### src/rtl/mem_wait_responder_pkg.sv
// Shared types and constants for the wait-state memory responder.
package mem_wait_responder_pkg;

    // Responder FSM states
    typedef enum logic [1:0] {
        StIdle = 2'd0,
        StWait = 2'd1,
        StResp = 2'd2
    } state_e;

    // Bytes per memory word and the matching byte-offset width
    localparam int unsigned WORD_BYTES = 4;
    localparam int unsigned OFFS_W     = $clog2(WORD_BYTES);

    // Wait-state counter width and the largest latency it can express
    localparam int unsigned LAT_W   = 4;
    localparam int unsigned LAT_MAX = (1 << LAT_W) - 1;

    // Counter preload for a given latency: the last wait cycle is counter == 0
    function automatic logic [LAT_W-1:0] lat_load(input int unsigned lat);
        return LAT_W'(lat - 1);
    endfunction

endpackage

### src/rtl/mem_word_ram.sv
// Word-wide single-port RAM with synchronous write and a registered read port.
// The read register can be cleared so an error response reports zero data.
module mem_word_ram #(
    parameter int unsigned DEPTH_LOG2 = 6
) (
    input  logic                  clk,
    input  logic                  reset,
    input  logic                  we_i,
    input  logic                  re_i,
    input  logic                  clr_i,
    input  logic [DEPTH_LOG2-1:0] addr_i,
    input  logic [31:0]           wdata_i,
    output logic [31:0]           rdata_o
);

    localparam int unsigned Depth = 1 << DEPTH_LOG2;

    logic [31:0] mem_q [Depth];
    logic [31:0] rdata_q;
    logic [31:0] rdata_d;

    // Array storage: contents are deliberately not reset
    always_ff @(posedge clk) begin
        if (we_i) begin
            mem_q[addr_i] <= wdata_i;
        end
    end

    // Read-data next state: clear wins over read, otherwise hold
    always_comb begin
        rdata_d = rdata_q;
        if (clr_i) begin
            rdata_d = '0;
        end else if (re_i) begin
            rdata_d = mem_q[addr_i];
        end
    end

    // Read-data register, holds between read/error responses
    always_ff @(posedge clk or posedge reset) begin
        if (reset) begin
            rdata_q <= '0;
        end else begin
            rdata_q <= rdata_d;
        end
    end

    assign rdata_o = rdata_q;

endmodule

### src/rtl/mem_wait_responder.sv
// Memory-side responder for the core's shared memory port: accepts one word
// request, waits a programmable number of cycles, performs the access and
// returns a one-cycle response carrying read data or an error flag.
module mem_wait_responder
    import mem_wait_responder_pkg::*;
#(
    parameter int unsigned DEPTH_LOG2 = 6,
    parameter int unsigned RD_LAT     = 2,
    parameter int unsigned WR_LAT     = 1
) (
    input  logic        clk,
    input  logic        reset,
    input  logic        req_valid_i,
    input  logic        req_we_i,
    input  logic [31:0] req_addr_i,
    input  logic [31:0] req_wdata_i,
    output logic        req_ready_o,
    output logic        resp_valid_o,
    output logic [31:0] resp_rdata_o,
    output logic        resp_err_o
);

    // Reject latencies the 4-bit counter cannot express, and depths that do
    // not fit the 32-bit byte address.
    if (RD_LAT < 1 || RD_LAT > LAT_MAX) begin : g_bad_rd_lat
        $error("mem_wait_responder: RD_LAT must be in 1..15");
    end
    if (WR_LAT < 1 || WR_LAT > LAT_MAX) begin : g_bad_wr_lat
        $error("mem_wait_responder: WR_LAT must be in 1..15");
    end
    if (DEPTH_LOG2 < 1 || DEPTH_LOG2 > 32 - OFFS_W - 1) begin : g_bad_depth
        $error("mem_wait_responder: DEPTH_LOG2 out of range");
    end

    localparam logic [LAT_W-1:0] RdLoad = lat_load(RD_LAT);
    localparam logic [LAT_W-1:0] WrLoad = lat_load(WR_LAT);

    state_e           state_q, state_d;
    logic [LAT_W-1:0] cnt_q, cnt_d;
    logic [31:0]      addr_q, addr_d;
    logic [31:0]      wdata_q, wdata_d;
    logic             we_q, we_d;
    logic             err_q, err_d;

    logic                  commit;
    logic                  addr_err;
    logic [DEPTH_LOG2-1:0] word_idx;
    logic                  ram_we;
    logic                  ram_re;
    logic                  ram_clr;

    // Captured address is misaligned or lies beyond the array
    always_comb begin
        addr_err = (addr_q[OFFS_W-1:0] != '0) || ((addr_q >> (DEPTH_LOG2 + OFFS_W)) != '0);
    end

    assign word_idx = addr_q[DEPTH_LOG2+OFFS_W-1:OFFS_W];

    // Next-state logic: capture in idle, count down in wait, one response cycle
    always_comb begin
        state_d = state_q;
        cnt_d   = cnt_q;
        addr_d  = addr_q;
        wdata_d = wdata_q;
        we_d    = we_q;
        err_d   = 1'b0;
        commit  = 1'b0;

        unique case (state_q)
            StIdle: begin
                if (req_valid_i) begin
                    addr_d  = req_addr_i;
                    wdata_d = req_wdata_i;
                    we_d    = req_we_i;
                    cnt_d   = req_we_i ? WrLoad : RdLoad;
                    state_d = StWait;
                end
            end
            StWait: begin
                if (cnt_q != '0) begin
                    cnt_d = cnt_q - 1'b1;
                end else begin
                    // Last wait cycle: the access happens on this edge
                    commit  = 1'b1;
                    err_d   = addr_err;
                    state_d = StResp;
                end
            end
            StResp: begin
                state_d = StIdle;
            end
            default: begin
                state_d = StIdle;
            end
        endcase
    end

    // Erroneous accesses never touch the array and report zero data
    always_comb begin
        ram_we  = commit & we_q & ~addr_err;
        ram_re  = commit & ~we_q & ~addr_err;
        ram_clr = commit & addr_err;
    end

    // State register; reset drops any captured request
    always_ff @(posedge clk or posedge reset) begin
        if (reset) begin
            state_q <= StIdle;
            cnt_q   <= '0;
            addr_q  <= '0;
            wdata_q <= '0;
            we_q    <= 1'b0;
            err_q   <= 1'b0;
        end else begin
            state_q <= state_d;
            cnt_q   <= cnt_d;
            addr_q  <= addr_d;
            wdata_q <= wdata_d;
            we_q    <= we_d;
            err_q   <= err_d;
        end
    end

    mem_word_ram #(
        .DEPTH_LOG2(DEPTH_LOG2)
    ) u_ram (
        .clk    (clk),
        .reset  (reset),
        .we_i   (ram_we),
        .re_i   (ram_re),
        .clr_i  (ram_clr),
        .addr_i (word_idx),
        .wdata_i(wdata_q),
        .rdata_o(resp_rdata_o)
    );

    // Handshake outputs decoded from the state register
    always_comb begin
        req_ready_o  = (state_q == StIdle);
        resp_valid_o = (state_q == StResp);
        resp_err_o   = err_q;
    end

endmodule
### config.mk
export PLATFORM = sky130hd
export DESIGN_NAME = mem_wait_responder
export DESIGN_NICKNAME = d
export VERILOG_FILES = /design/src/rtl/mem_wait_responder_pkg.sv /design/src/rtl/mem_word_ram.sv /design/src/rtl/mem_wait_responder.sv
export SDC_FILE = /design/constraint.sdc
export NUM_CORES = 2
export LEC_CHECK = 0
export CELL_PAD_IN_SITES_DETAIL_PLACEMENT = 0
export CELL_PAD_IN_SITES_GLOBAL_PLACEMENT = 1
export CORE_MARGIN = 2
export CORE_UTILIZATION = 30
export DETAILED_ROUTE_END_ITERATION = 10
export PLACE_DENSITY_LB_ADDON = 0.2
export SYNTH_ARGS = -nofsm -noshare
export SYNTH_HDL_FRONTEND = slang
export SYNTH_SLANG_ARGS = --single-unit
export TNS_END_PERCENT = 30
### constraint.sdc
create_clock -name clk -period 3.62 [get_ports clk]
set_input_delay 0.724 -clock clk [delete_from_list [all_inputs] [get_ports clk]]
set_output_delay 0.724 -clock clk [all_outputs]
set_load 0.03 [all_outputs]
==> out/summary.txt <==
===========================================================================================
Synthesized flop and latch total                                                       2152
Final Skew                                                                        0.0330 ns
Sequential fraction of the synthesis area                                             0.779
Pin count of the biggest net entering global routing                                     66
Number of design-rule violations left by the first detailed-router iteration           6308
Data arrival, critical path                                                         4.27 ns
Maximum vdd drop                                                                   0.793 mV
Comb pwr share                                                                        0.303
First-pass GRT wire length                                                        417000 um
Count of buffers added by post-CTS timing repair for setup                                0
Remaining max-slew budget at the tightest pin                                         0.112
Number of sinks handled by clock tree synthesis                                        2152
Avg Synthesized Cell Area                                                          18.9 um2
Data required, critical path                                                        4.39 ns
Width of the die                                                                     528 um
Maximum clock frequency                                                             286 MHz
Most frequently used cell type in the post-synthesis netlist                       edfxtp_1
Synth Warn #                                                                              0
Number of nets in the synthesized netlist                                              4419
Type of the worst setup path                                                   flop to flop
Starting Density                                                                      0.301
Number of distinct library cells after synthesis                                         81
Pleak                                                                               30.8 nW
Top cells by area, synth                                                       edfxtp_1 (75%), mux4_2 (5.1%), dfrtp_1 (3.2%)
Post-DP HPWL                                                                      192000 um
Via count of the first global-routing pass                                            45678
Clock slew at the register clock pins of the worst setup and hold paths             0.06 ns
Floorplan Core Area                                                              273000 um2
CTS max path bufs                                                                         3
Area share of the leading cell type in the synthesized netlist                        0.747
Pwr per Cell Area                                                                826 nW/um2
Flop pwr share                                                                        0.418
Switching power total                                                               29.1 mW
FF+latch area                                                                     64200 um2
Fin crit share                                                                        0.966
Status                                                                            completed
RSZ-0062 raised after global routing                                                  false
Router iterations before antenna repair                                                   6
Total of max-cap violations                                                               0
Beginning of the critical path                                                 addr_q[3]$_DFFE_PP0P_
Cell Area, Synth                                                                  82300 um2
Number of nets in the layout                                                           4862
Category of the worst setup path launch point                                          flop
Clock H-tree levels                                                                       4
CTS tree                                                                                yes
Highest fanout seen on the critical path                                                 23
Post-layout minimum cycle time                                                      3.50 ns
Number of enable flip-flop cells after synthesis                                       2048
Number of rows created at floorplan                                                     192
Final design area excluding fillers                                               98300 um2
Clock root buffer master                                                          clkbuf_16
Endpoint class of the critical path                                                    flop
Ys async rst share                                                                   0.0483
Class of the tightest hold or removal check                                    primary input to asynchronous set/reset pin
Leading cell types by count after synthesis                                    edfxtp_1 (2048), o22ai_1 (358), mux4_2 (187), mux2_2 (156), nand2_1 (148)
Placement Cell Area                                                               91200 um2
Fin util                                                                              0.360
Die Outline Area                                                                 278000 um2
Initial antenna violation count                                                          29
Final number of hold-violating endpoints                                                  0
Number of vias after detailed routing                                                 47816
Final-layout setup total negative slack                                                0 ns
Slew of the pin with the lowest slew margin                                         1.33 ns
Total clock buffers created by CTS                                                      223
Internal Pwr Total                                                                  52.1 mW
Biggest area consumer among synthesized cells                                      edfxtp_1
Reg2Reg Launch Point                                                           addr_q[3]$_DFFE_PP0P_
Routed wirelength normalized by instance count                                      36.1 um
Slew Viols, Final                                                                         0
Port bufs                                                                               102
Final std cells w/o fill                                                               8577
Most used flip-flop cell after synthesis                                           edfxtp_1
Portion of total power attributed to the clock network                                0.278
Final global-route overflow total                                                         0
Layout overhead on the synthesized area                                               19.5%
Area of combinational cells with multiple inputs                                  16900 um2
Vias per cell                                                                          5.57
Final setup violating endpoints                                                           0
Number of nets with antenna violations after detailed routing                             0
Cells after synthesis                                                                  4350
Final wirelength                                                                  310000 um
Routability Congestion                                                                0.837
Drt drc                                                                                   0
Layout cell share with drive strength beyond 1                                        0.246
Global routing usage summed across all routing layers                                 0.218
Floorplan die height                                                                 528 um
Placed cell count                                                                      8157
I/O pin count                                                                           103
FILL cells                                                                            25353
Worst-Skew Late Latency                                                             0.88 ns
Switching part of the total power                                                     0.358
===========================================================================================
-- sequential cells by signal, indices dropped and copies added (netlist names) --
name,cells
addr_q,32
cnt_q,4
resp_err_o,1
state_q,2
u_ram.mem_q,2048
u_ram.rdata_o,32
wdata_q,32
we_q,1
-- layout by cell type (no fill, tap or decap), types with 25 or more instances in the layout --
| master | synthesis | final |
|---|---|---|
| a211oi_1 | 32 | 32 |
| nor2_4 | 0 | 64 |
| nand2_1 | 148 | 147 |
| o22a_1 | 38 | 38 |
| clkdlybuf4s50_1 | 0 | 102 |
| clkinv_2 | 0 | 41 |
| o221ai_1 | 94 | 94 |
| dfrtp_1 | 104 | 69 |
| clkinv_1 | 0 | 32 |
| nand3_1 | 35 | 34 |
| o22ai_1 | 358 | 358 |
| clkbuf_16 | 0 | 227 |
| mux2i_1 | 111 | 111 |
| dfrtp_2 | 0 | 30 |
| mux4_2 | 187 | 187 |
| o21ai_0 | 110 | 110 |
| clkbuf_1 | 60 | 64 |
| edfxtp_1 | 2048 | 2048 |
| mux2_2 | 156 | 156 |
| buf_4 | 57 | 298 |
| buf_12 | 6 | 118 |
| a22oi_1 | 75 | 75 |
| a21oi_1 | 92 | 92 |
| a221oi_1 | 25 | 25 |
| nor2_1 | 136 | 68 |
-- logic make-up after synthesis --
family | synth area share
flip-flops | 0.779
buffers and inverters | 0.0232
adder cells (fa/ha/maj) | 0.000152
AO/OA/AOI/OAI | 0.0825
multiplexers | 0.0899
AND/OR/NAND/NOR | 0.0251
-- final timing paths --
| kind | slack, ns | cells after the start | to |
|---|---|---|---|
| worst max-delay path | 0.12 | 9 | u_ram.rdata_o[6]$_DFFE_PP0P_ |
| worst min-delay path | 0.37 | 2 | wdata_q[26]$_DFFE_PP0P_ |
| worst max register to register | 0.12 | 9 | u_ram.rdata_o[6]$_DFFE_PP0P_ |
| worst min register to register | 0.51 | 1 | addr_q[23]$_DFFE_PP0P_ |
| max in group asynchronous | 2.45 | 3 | u_ram.rdata_o[28]$_DFFE_PP0P_ |
| min in group clk | 0.46 | 2 | wdata_q[19]$_DFFE_PP0P_ |
-- stage by stage --
stage | power [mW] | hold slack, ns | setup slack [ns]
global placement | 58.8 | 0.494 | -0.0192
CTS | 81.5 | 0.357 | 0.224
detailed placement | 58.9 | 0.497 | -0.0306
finish | 81.2 | 0.368 | 0.122
global route | 83.4 | 0.408 | 0.177
floorplan | 45.6 | 0.481 | 0.164
-- critical path: stages, from the launching register on --
cell	delay, ns
dfrtp_4	0.69
buf_12	0.25
buf_4	0.42
mux2_2	0.41
o221ai_1	0.30
o21ai_0	0.15
a21oi_1	0.63
buf_4	0.22
a2111oi_0	0.05
a22o_1	0.20
-- power by group through the flow --
stage | Sequential (mW) | Combinational, mW | Clock [mW]
2_1_floorplan | 33.7 | 11.9 | 0
5_1_grt | 34.1 | 25.5 | 23.9
3_3_place_gp | 34.4 | 24.4 | 0
4_1_cts | 34.0 | 24.5 | 23.0
6_report | 34.0 | 24.6 | 22.6
3_5_place_dp | 34.5 | 24.4 | 0
-- routing by layer --
layer,up-vias,track usage,wire (um)
met1,26207,0.313,136000
met5,-,0,22
met4,4,0.0513,6930
li1,19060,-,-
met2,2207,0.349,145000
met3,338,0.0301,21800
-- what timing repair did --
action                                  in CTS  in global routing
resized for setup                            1                  0
endpoints found under the setup margin       1                  0
hold buffers                                 0                  0
-- layout make-up --
cell class / count / share of cell area
Clock buffer: 313 / 0.0633
Clock inverter: 97 / 0.00886
Inverter: 11 / 0.000547
Tap cell: 3589 / 0.0457
Sequential cell: 2152 / 0.653
Antenna cell: 10 / 0.000255
Multi-Input combinational cell: 1887 / 0.172
Timing Repair Buffer: 518 / 0.0572
Power figures use the tool's default switching activity.
